File: config.mk
export PLATFORM = sky130hd
export DESIGN_NAME = ssd_scan_reader
export DESIGN_NICKNAME = d
export VERILOG_FILES = /design/src/rtl/ssd_scan_reader.sv
export SDC_FILE = /design/constraint.sdc
export NUM_CORES = 1
export LEC_CHECK = 0
export ABC_AREA = 1
export CORE_ASPECT_RATIO = 0.5
export CORE_MARGIN = 8
export CORE_UTILIZATION = 35
export CTS_CLUSTER_SIZE = 10
export DETAILED_ROUTE_END_ITERATION = 12
export GPL_TIMING_DRIVEN = 0
export SLEW_MARGIN = 20
export SYNTH_ARGS = -nofsm -noshare
export SYNTH_HDL_FRONTEND = slang
export SYNTH_SLANG_ARGS = --single-unit
File: constraint.sdc
create_clock -name clk -period 5.94 [get_ports clk]
set_input_delay 1.188 -clock clk [delete_from_list [all_inputs] [get_ports clk]]
set_output_delay 1.188 -clock clk [all_outputs]
set_load 0.005 [all_outputs]
File: src/rtl/ssd_scan_reader.sv
// Recovers hex nibbles from a multiplexed active-low seven-segment bus and
// presents each completed frame of digits on a valid/ready interface.
module ssd_scan_reader #(
    parameter int NUM_DIGITS    = 4,
    parameter int STABLE_CYCLES = 8
) (
    input  logic                    clk,
    input  logic                    reset,
    input  logic [NUM_DIGITS-1:0]   an_n,
    input  logic [6:0]              seg_n,
    output logic [4*NUM_DIGITS-1:0] frame_data,
    output logic [NUM_DIGITS-1:0]   frame_err,
    output logic                    frame_valid,
    input  logic                    frame_ready,
    output logic                    overrun
);

    typedef enum logic {IDLE, HOLD} state_t;

    localparam logic [7:0] STABLE = 8'(STABLE_CYCLES);

    state_t                  state;
    logic [NUM_DIGITS-1:0]   an_q;
    logic [NUM_DIGITS-1:0]   an_prev;
    logic [6:0]              seg_q;
    logic [6:0]              seg_prev;
    logic [7:0]              cnt;
    logic                    captured;
    logic [NUM_DIGITS-1:0]   seen;
    logic [4*NUM_DIGITS-1:0] stage_data;
    logic [NUM_DIGITS-1:0]   stage_err;

    int unsigned             low_cnt;
    logic                    legal;
    logic                    same;
    logic [7:0]              cnt_next;
    logic                    capture;
    logic                    complete;
    logic [4:0]              dec;
    logic [NUM_DIGITS-1:0]   seen_next;
    logic [4*NUM_DIGITS-1:0] stage_data_next;
    logic [NUM_DIGITS-1:0]   stage_err_next;

    // Returns {err, nibble} for an active-high lit pattern.
    function automatic logic [4:0] decode(input logic [6:0] lit);
        case (lit)
            7'h3F:   decode = 5'h00;
            7'h06:   decode = 5'h01;
            7'h5B:   decode = 5'h02;
            7'h4F:   decode = 5'h03;
            7'h66:   decode = 5'h04;
            7'h6D:   decode = 5'h05;
            7'h7D:   decode = 5'h06;
            7'h07:   decode = 5'h07;
            7'h7F:   decode = 5'h08;
            7'h6F:   decode = 5'h09;
            7'h77:   decode = 5'h0A;
            7'h7C:   decode = 5'h0B;
            7'h39:   decode = 5'h0C;
            7'h5E:   decode = 5'h0D;
            7'h79:   decode = 5'h0E;
            7'h71:   decode = 5'h0F;
            default: decode = 5'h10;
        endcase
    endfunction

    always_comb begin
        low_cnt = 0;
        for (int unsigned i = 0; i < NUM_DIGITS; i++) begin
            if (!an_q[i]) low_cnt = low_cnt + 1;
        end
        legal = (low_cnt == 1);
        same  = (an_q == an_prev) && (seg_q == seg_prev);

        if (!legal)
            cnt_next = '0;
        else if (same)
            cnt_next = (cnt == STABLE) ? cnt : cnt + 8'd1;
        else
            cnt_next = 8'd1;

        capture = legal && !captured && (cnt_next == STABLE);
        dec     = decode(~seg_q);

        stage_data_next = stage_data;
        stage_err_next  = stage_err;
        seen_next       = seen;
        if (capture) begin
            for (int unsigned i = 0; i < NUM_DIGITS; i++) begin
                if (!an_q[i]) begin
                    stage_data_next[4*i +: 4] = dec[3:0];
                    stage_err_next[i]         = dec[4];
                    seen_next[i]              = 1'b1;
                end
            end
        end
        complete = capture && (&seen_next);
    end

    always_ff @(posedge clk) begin
        if (reset) begin
            state       <= IDLE;
            an_q        <= '1;
            an_prev     <= '1;
            seg_q       <= '1;
            seg_prev    <= '1;
            cnt         <= '0;
            captured    <= 1'b0;
            seen        <= '0;
            stage_data  <= '0;
            stage_err   <= '0;
            frame_data  <= '0;
            frame_err   <= '0;
            frame_valid <= 1'b0;
            overrun     <= 1'b0;
        end else begin
            an_q       <= an_n;
            seg_q      <= seg_n;
            an_prev    <= an_q;
            seg_prev   <= seg_q;
            cnt        <= cnt_next;
            captured   <= (legal && same) ? (captured | capture) : 1'b0;
            stage_data <= stage_data_next;
            stage_err  <= stage_err_next;
            seen       <= complete ? '0 : seen_next;

            // Outputs load from the next-staging values so a capture that
            // completes the frame lands in the same cycle.
            case (state)
                IDLE: begin
                    if (complete) begin
                        frame_data  <= stage_data_next;
                        frame_err   <= stage_err_next;
                        frame_valid <= 1'b1;
                        state       <= HOLD;
                    end
                end
                HOLD: begin
                    if (frame_ready) begin
                        if (complete) begin
                            frame_data <= stage_data_next;
                            frame_err  <= stage_err_next;
                        end else begin
                            frame_valid <= 1'b0;
                            state       <= IDLE;
                        end
                    end else if (complete) begin
                        overrun <= 1'b1;
                    end
                end
                default: state <= IDLE;
            endcase
        end
    end

endmodule

# == Word level (Yosys, flattened, before mapping) ==
# Cells that the tools add are included.
# totals
reg_bits,78
word_cells,94
out_inout_bits,22
# op_classes
n_addsub,4
bitwise_logic,5
eq_ne,24
muxes,36
reduce_logical,11
# op_table
op,n
$add A32 B1 Y32 const B,3
$mux W32,3
$eq A7 B7 Y1 const B,12
$pmux W5 S16,1
$mux W16,3
$eq A32 B1 Y1 const B,1
$mux W4,8
$pmux W16 S2,1
$mux W8,3
$eq A8 B4 Y1 const B,2
$eq A7 B3 Y1 const B,2
$eq A7 B6 Y1 const B,2
$mux W1,14
$add A8 B1 Y8 const B,1
$pmux W4 S2,1
$eq A7 B7 Y1,1
$not A7 Y7,1
$ne A2 B2 Y1 const B,3
$reduce_and A3 Y1,2
$logic_and A1 B1 Y1,5
$eq A4 B4 Y1,1
$pmux W1 S2,2
$reduce_and A4 Y1,1
$reduce_or A2 Y1,2
3 further kinds,5

# == Longest topological paths before layout ==
# Gate-level depths: netlist of run 1.
# depth
word_depth,17
mapped_depth,24

# == Worst setup path after synthesis of run 1 ==
# OpenSTA, ideal clock, no wires.
# synth_timing
path_kind,register -> register
startpoint,register an_q[0]
endpoint,register frame_data[13]
t_required_ns,5.827
arrival_ns,3.094
path_stages_with_launch,23
setup_ns,0.113
period_less_slack_ns,3.207
slack_ns,2.733
cell_sequence,dfxtp_1 -> inv_2 -> ha_1 -> inv_1 -> nand2_1 -> nand2_1 -> inv_1 -> ha_1 -> or2_1 -> a21oi_1 -> nor2_1 -> nor2_4 -> nand3_1 -> nor2_2 -> buf_6 -> nand3_2 -> nand2_1 -> inv_2 -> nor2_4 -> buf_4 -> nand4_1 -> nand2_1 -> nor2_1
# synth_via
elab_chain_len,17
# synth_lines
item,line,rtl
start: declaration,23,logic [NUM_DIGITS-1:0] an_q;
start signal: assignment,117,an_q <= an_n;
$mux W1,70,if (!an_q[i]) low_cnt = low_cnt + 1;
$add A32 B1 Y32,70,
$mux W32,70,
$add A32 B1 Y32,70,
$mux W32,70,
$add A32 B1 Y32,70,
$mux W32,70,
$eq A32 B1 Y1,72,legal = (low_cnt == 1);
$mux W8,75,if (!legal)
$eq A8 B4 Y1,82,capture = legal && !captured && (cnt_next == STABLE);
$logic_and A1 B1 Y1,82,
$mux W4,88,if (capture) begin
$reduce_and A4 Y1,97,complete = capture && (&seen_next);
$logic_and A1 B1 Y1,97,
$mux W16 *,"131, 140",
$mux W16,139,if (frame_ready) begin
$pmux W16 S2 *,129,case (state)
end signal: assignment,132,frame_data <= stage_data_next;
end signal: assignment,141,frame_data <= stage_data_next;
end: declaration,11,"output logic [4*NUM_DIGITS-1:0] frame_data,"
# Mark *: on every way between the ends. The rest lies on a longest branch, timed or not. The select of a mux whose other input is x is not followed.
# A chain may end at the register's enable or synchronous reset.

# == Worst setup path after layout of run 1 ==
# layout_timing
startpoint,register an_q[0]
endpoint,register frame_err[2]
# layout_via
elab_chain_len,17
# layout_lines
item,line,rtl
$mux W1,70,
$add A32 B1 Y32,70,
$mux W32,70,
$add A32 B1 Y32,70,
$mux W32,70,
$add A32 B1 Y32,70,
$mux W32,70,
$eq A32 B1 Y1,72,
$mux W8,75,
$eq A8 B4 Y1,82,
$logic_and A1 B1 Y1,82,
$mux W4,88,
$reduce_and A4 Y1,97,
$logic_and A1 B1 Y1,97,
$mux W4 *,"131, 140",
$mux W4,139,
$pmux W4 S2 *,129,
end signal: assignment,133,frame_err <= stage_err_next;
end signal: assignment,142,frame_err <= stage_err_next;
end: declaration,12,"output logic [NUM_DIGITS-1:0] frame_err,"
# Marked as above.

==> results.ini, run 1 <==
[outcome]
status = finished, final reports clean

[hold_path]
hold_path.class = reg -> reg

[sta]
fin_crit_sh_pct = 64.90
hold_viol_final = 0
relSlewSlack_pct = 61.86
period_minus_slack_ps = 3855
max_freq_ghz = 0.2594
fin_skew_ps = 6.159
rsz0062_at_grt = false
worst_pin_slew_ps = 572.2
finalSetupViolations = 0
drv_slew = 0
fin_tns_setup_ps = 0

[global_route]
grt_start_max_net_pins = 14
grt_pass1_vias = 3220
grtUsageTotal_pct = 13.35
grt-ovfl-total = 0
antenna_found_initial = 0
grt_pass1_wl_mm = 15.46

[flow_run]
max_cap_viol_count = 0

[routing]
ant_nets = 0
drc = 0
avgViaCountPerCell = 4.528
dr.pass1.iters = 4
wire_per_inst_um = 12.14
drt_wl_total_mm = 9.204
vias = 3432
drtIter0Drc = 233

[clock_tree]
hold_buffers = 0
cts_tree = done
htree_levels = 3
post_cts_buffers = 0
cts.sinks = 78
clock-root-buffer = clkbuf_16
cts_buffers = 9
clk_transition_reported_paths_ps = 60
clk_path_buf_depth = 2
cts_resized = 0
clk_latency_ps = 330

[synthesis]
synth_fp_nets = 587
synth-seq-cells = 78
synth_cell_type_count = 31
synth.cell_area_um2 = 3782
postSynthCellCount = 568
avgSynthCellArea_um2 = 6.659
ys_seq_area_share_pct = 41.28
synth-warning-count = 0

[layout]
areaGrowthSynthToFinish_pct = 21.20
fin_util_pct = 44.32
drive_gt1_share_pct = 7.767
stdcell_count = 758
antennaDiodeCount = 0
layout.nets = 632
layout_common_cells = nand2_1, nor2_1, dfxtp_1
final_common_cell = nand2_1

[critical_path]
arrival_ps = 4130
crit_path_max_fanout = 9
path_class = reg -> reg
critPathLaunchType = flip-flop
endpoint_kind = flip-flop
cp.required_ps = 6210

[placed_design]
portBuffers = 34
globalplace.congestion = 0.8322
dpl.hpwl_mm = 6.895
dp_cells = 742

[floorplanning]
core_area_um2 = 10340
initial_core_util_pct = 36.56
io_pins = 36
std_cell_rows = 26
fp.dieArea_um2 = 14590
die_h_um = 89.51
die_w_um = 163.0

[power]
powerDensity_nw_per_um2 = 249.7
power_mw = 1.145
p_leak_nw = 2.125
irDropWorstVdd_v = 0.0001366

-- power breakdown --
| group | internal, mW | switching [mW] |
|---|---|---|
| Combinational | 0.0296 | 0.0507 |
| Sequential | 0.531 | 0.00806 |
| Clock | 0.307 | 0.218 |
| Total | 0.868 | 0.277 |
-- Yosys cell counts (all sizes together) --
| master | instances | share of area [%] |
|---|---|---|
| xor2 | 5 | 1.2 |
| inv | 77 | 7.6 |
| or2 | 12 | 2.0 |
| clkinv | 2 | 0.20 |
| ha | 5 | 1.7 |
| o21bai | 1 | 0.20 |
| nor2 | 103 | 11 |
| buf | 5 | 1.1 |
| nand2 | 166 | 17 |
| nor3 | 13 | 1.7 |
| clkbuf | 11 | 1.1 |
| nand3b | 1 | 0.20 |
| a31oi | 1 | 0.17 |
| xnor2 | 4 | 0.93 |
| o21ai | 11 | 1.5 |
| o211ai | 1 | 0.20 |
| dfxtp | 78 | 41 |
| nand3 | 26 | 3.6 |
| nand4 | 37 | 6.5 |
| a21oi | 9 | 1.5 |
-- metal layers --
layer	wire length [um]	track usage (%)	vias up
li1	-	-	1861
met5	0	0	-
met4	52	4.298	0
met1	5136	18.39	1513
met3	307	3.768	4
met2	3709	19.72	54
-- area by class of cell --
cell class	instances	area (um2)
multi-input cells	395	1841
inverters	79	296.5
fillers	1112	5761
clock inverters	4	30.03
repair buffers	34	340.3
plain buffers	16	83.83
well taps	140	175.2
flip-flops and latches	78	1562
clock buffers	12	256.5
-- cell families after synthesis --
kind of cell / Yosys count / synth area share (%)
compound gates: 23 / 3.507
xor+xnor: 9 / 2.084
fa+ha+maj: 5 / 1.654
buf+inv: 95 / 10.06
flops: 78 / 41.28
simple gates: 358 / 41.42
-- sequential cells by signal, summed over array words and instances, names as in the netlist, 4 cells and up --
| signal | count |
|---|---|
| seg_q | 7 |
| an_prev | 4 |
| stage_err | 4 |
| an_q | 4 |
| cnt | 8 |
| seen | 4 |
| stage_data | 16 |
| seg_prev | 7 |
| frame_data | 16 |
| frame_err | 4 |
-- stage by stage --
step | cell area [um2] | hold slack, ps | setup slack [ps]
2_1_floorplan | 3782 | 431.1 | 2733
3_3_place_gp | 4298 | 447.6 | 2149
3_5_place_dp | 4298 | 471.2 | 2092
4_1_cts | 4584 | 481.6 | 2054
5_1_grt | 4584 | 498.6 | 1698
6_report | 4584 | 474.6 | 2085
-- worst paths after layout --
path         startpoint  slack, ps      endpoint  cells past startpoint
max             an_q[0]       2090  frame_err[2]                     21
min             seen[3]        470       seen[3]                      2
max reg2reg     an_q[0]       2090  frame_err[2]                     21
min reg2reg     seen[3]        470       seen[3]                      2
-- critical path, stage by stage, from the launching register on --
cell	delay (ps)
dfxtp_1	480
inv_2	150
ha_1	360
inv_1	70
nand2_1	60
nand2_1	90
inv_1	50
ha_1	270
or2_1	200
a21oi_1	110
nor2_1	80
nor2_4	180
nand3_1	110
nor2_2	210
nand3_1	300
nand2_1	250
nand2_1	110
nor2_4	210
nand3_1	230
nand2_1	120
nand2_1	50
nor2_1	90
Note: power is estimated with default switching activity, not from simulation.
==> run 2: changes to the inputs <==
==> constraint.sdc (replaced) <==
create_clock -name clk -period 3.9 [get_ports clk]
set_input_delay 0.78 -clock clk [delete_from_list [all_inputs] [get_ports clk]]
set_output_delay 0.78 -clock clk [all_outputs]
set_load 0.005 [all_outputs]
==> run 2 against run 1 <==
Worst setup slack got worse by 1800 ps. Via count up 1.3%. Critical path depth rose by 1. Clock skew is essentially flat. Sequential share of layout area is 0.46 points lower. Total power increased by 53%. Clock power is 53% higher. Flip-flop and latch count unchanged. Register-to-register slack worse by 1800 ps. Fmax is 7.3% higher. Cell count is 0.66% higher. First-iteration DRC count grew 2.6%. Critical path type unchanged.
==> results.ini, run 2 (same netlist as run 1, synthesis figures left out) <==
[outcome]
status = finished, final reports clean  ; unchanged

[routing]
met3WireLength_um = 340  ; was 307 um
routed-wl-met2_mm = 3.653  ; was 3.709 mm
drt_wl_total_mm = 9.297  ; was 9.204 mm
wl_met1_mm = 5.190  ; was 5.136 mm
vias = 3475  ; was 3432
drc = 0  ; unchanged
wire_per_inst_um = 12.18  ; was 12.14 um
ant_nets = 0  ; unchanged
drtIter0Drc = 239  ; was 233
highest_layer = met4  ; unchanged
avgViaCountPerCell = 4.554  ; was 4.528
dr.pass1.iters = 5  ; was 4

[global_route]
grtUsageTotal_pct = 13.35  ; unchanged
grt_pass1_wl_mm = 15.46  ; unchanged
grt-ovfl-total = 0  ; unchanged
grt_pass1_vias = 3220  ; unchanged
antenna_found_initial = 0  ; unchanged
grt_start_max_net_pins = 14  ; unchanged

[clock_tree]
clk_transition_reported_paths_ps = 60  ; about the same
clock-root-buffer = clkbuf_16  ; unchanged
clk_latency_ps = 340  ; was 330 ps
cts.sinks = 78  ; unchanged
clk_path_buf_depth = 2  ; unchanged
cts_tree = done  ; unchanged
cts_buffers = 9  ; unchanged
htree_levels = 3  ; unchanged

[placed_design]
place_ws_ps = 52.28  ; was 2092 ps
globalplace.congestion = 0.8322  ; unchanged
dp_cells = 742  ; unchanged
dpl_cell_area_um2 = 4298  ; unchanged
dpl.hpwl_mm = 6.895  ; unchanged
portBuffers = 34  ; unchanged

[power]
netSwitchingFraction_pct = 24.35  ; was 24.20%
switching_power_mw = 0.4256  ; was 0.2770 mW
seqPwrFrac_pct = 47.0  ; was 47.1%
powerDensity_nw_per_um2 = 375.8  ; was 249.7 nW/um2
p_leak_nw = 2.149  ; was 2.125 nW
power_mw = 1.748  ; was 1.145 mW
clkPwrFrac_pct = 46.0  ; was 45.9%
intPower_mw = 1.322  ; was 0.8679 mW
irDropWorstVdd_v = 0.0002107  ; was 0.0001366 V
pwr-share-comb_pct = 7.1  ; was 7.0%

[sta]
hold_viol_final = 0  ; unchanged
period_minus_slack_ps = 3593  ; was 3855 ps
relSlewSlack_pct = 64.61  ; was 61.86%
drv_slew = 0  ; unchanged
fin_crit_sh_pct = 92.14  ; was 64.90%
max_freq_ghz = 0.2783  ; was 0.2594 GHz
finalSetupViolations = 0  ; unchanged
fin_tns_setup_ps = 0  ; unchanged
rsz0062_at_grt = false  ; unchanged
fin_skew_ps = 6.095  ; was 6.159 ps
worst_pin_slew_ps = 530.8  ; was 572.2 ps
fin_hold_ws_ps = 480.3  ; was 474.6 ps
postLayoutSetupSlackWorst_ps = 306.6  ; was 2085 ps

[floorplanning]
initial_core_util_pct = 36.56  ; unchanged
die_w_um = 163.0  ; unchanged
std_cell_rows = 26  ; unchanged
core_area_um2 = 10340  ; unchanged
die_h_um = 89.51  ; unchanged
fp.dieArea_um2 = 14590  ; unchanged
io_pins = 36  ; unchanged

[flow_run]
max_cap_viol_count = 0  ; unchanged

[critical_path]
path_class = reg -> reg  ; unchanged
critPathLaunchType = flip-flop  ; unchanged
r2r-start = an_q[0]  ; unchanged
crit_path_max_fanout = 10  ; was 9
arrival_ps = 3830  ; was 4130 ps
endpoint_kind = flip-flop  ; unchanged
r2r_end = frame_data[15]  ; was frame_err[2]
regToRegSetupSlack_ps = 310  ; was 2090 ps
ff2ff_path_depth = 22  ; was 21
cp.required_ps = 4140  ; was 6210 ps

[layout]
stdcell_count = 763  ; was 758
final_common_cell = nand2_1  ; unchanged
stdcell_area_um2 = 4651  ; was 4584 um2
areaGrowthSynthToFinish_pct = 22.96  ; was 21.20%
layout_common_cells = nand2_1, nor2_1, dfxtp_1  ; unchanged
reg_top3 = frame_data: 16 flops, stage_data: 16 flops, cnt: 8 flops  ; unchanged
antennaDiodeCount = 0  ; unchanged
drive_gt1_share_pct = 9.631  ; was 7.767%
fin_util_pct = 44.96  ; was 44.32%
layout.nets = 637  ; was 632

[hold_path]
hold_path.class = reg -> reg  ; unchanged
min_from = frame_data[1]  ; was seen[3]
min_to = frame_data[1]  ; was seen[3]
min_path_cells = 2  ; unchanged

==> run 2: changes by cell type in the layout (fill, tap and decap cells not counted) <==
cell     delta
nand2_2     +3
buf_4       +5
nand2_1     -3
nor2_4      +1
dfxtp_2     +1
nor2_2      -1
nand3_2     +3
nand3_1     -3
dfxtp_1     -1
==> run 2: cell type report <==
| cell class | instances | area, um2 |
|---|---|---|
| Clock inverter | 4 | 30.03 |
| Inverter | 79 | 296.5 |
| Clock buffer | 12 | 256.5 |
| Fill cell | 1109 | 5694 |
| Sequential cell | 78 | 1563 |
| Timing Repair Buffer | 39 | 377.9 |
| Buffer | 16 | 83.83 |
| Multi-Input combinational cell | 395 | 1868 |
| Tap cell | 140 | 175.2 |
==> run 2: worst max-delay path by stage <==
stage | start | end | slack (ps)
2_1_floorplan | an_q[0] | frame_data[13] | 690
3_3_place_gp | an_q[0] | frame_err[3] | 110
3_5_place_dp | an_q[0] | frame_err[2] | 50
4_1_cts | an_q[0] | frame_err[2] | 10
5_1_grt | an_q[0] | frame_data[15] | 10
6_report | an_q[0] | frame_data[15] | 310
==> run 2: repair_timing <==
action / 4_1_cts / 5_1_grt
gates resized for setup: 0 / 8
hold buffers: 0 / 0
setup endpoints to repair: 0 / 21
setup buffers: 0 / 5
==> run 2: per-layer routing <==
| layer | up-vias | track usage, % |
|---|---|---|
| met1 | 1528 | 18.39 |
| li1 | 1870 | - |
| met4 | 0 | 4.298 |
| met3 | 11 | 3.768 |
| met2 | 66 | 19.72 |
| met5 | - | 0 |
==> run 2: critical path, stage by stage (launching register included) <==
cell and delay [ps]:
dfxtp_2 400, inv_2 110, ha_1 350, inv_1 70, nand2_1 60, nand2_1 90, inv_1 50, ha_1 270
or2_1 200, a21oi_1 110, nor2_1 80, nor2_4 180, nand3_1 150, nor2_4 190, buf_6 170, nand3_2 180
nand2_2 160, inv_2 60, nor2_4 180, buf_4 200, nand4_1 80, nand2_1 110, nor2_1 50
==> run 2: power by group through the flow <==
stage	registers [mW]	logic (mW)	clock network (mW)
global placement	0.838	0.120	0
finish	0.821	0.123	0.803
global route	0.822	0.141	0.856
CTS	0.821	0.123	0.823
detailed placement	0.838	0.122	0
floorplan	0.835	0.0863	0
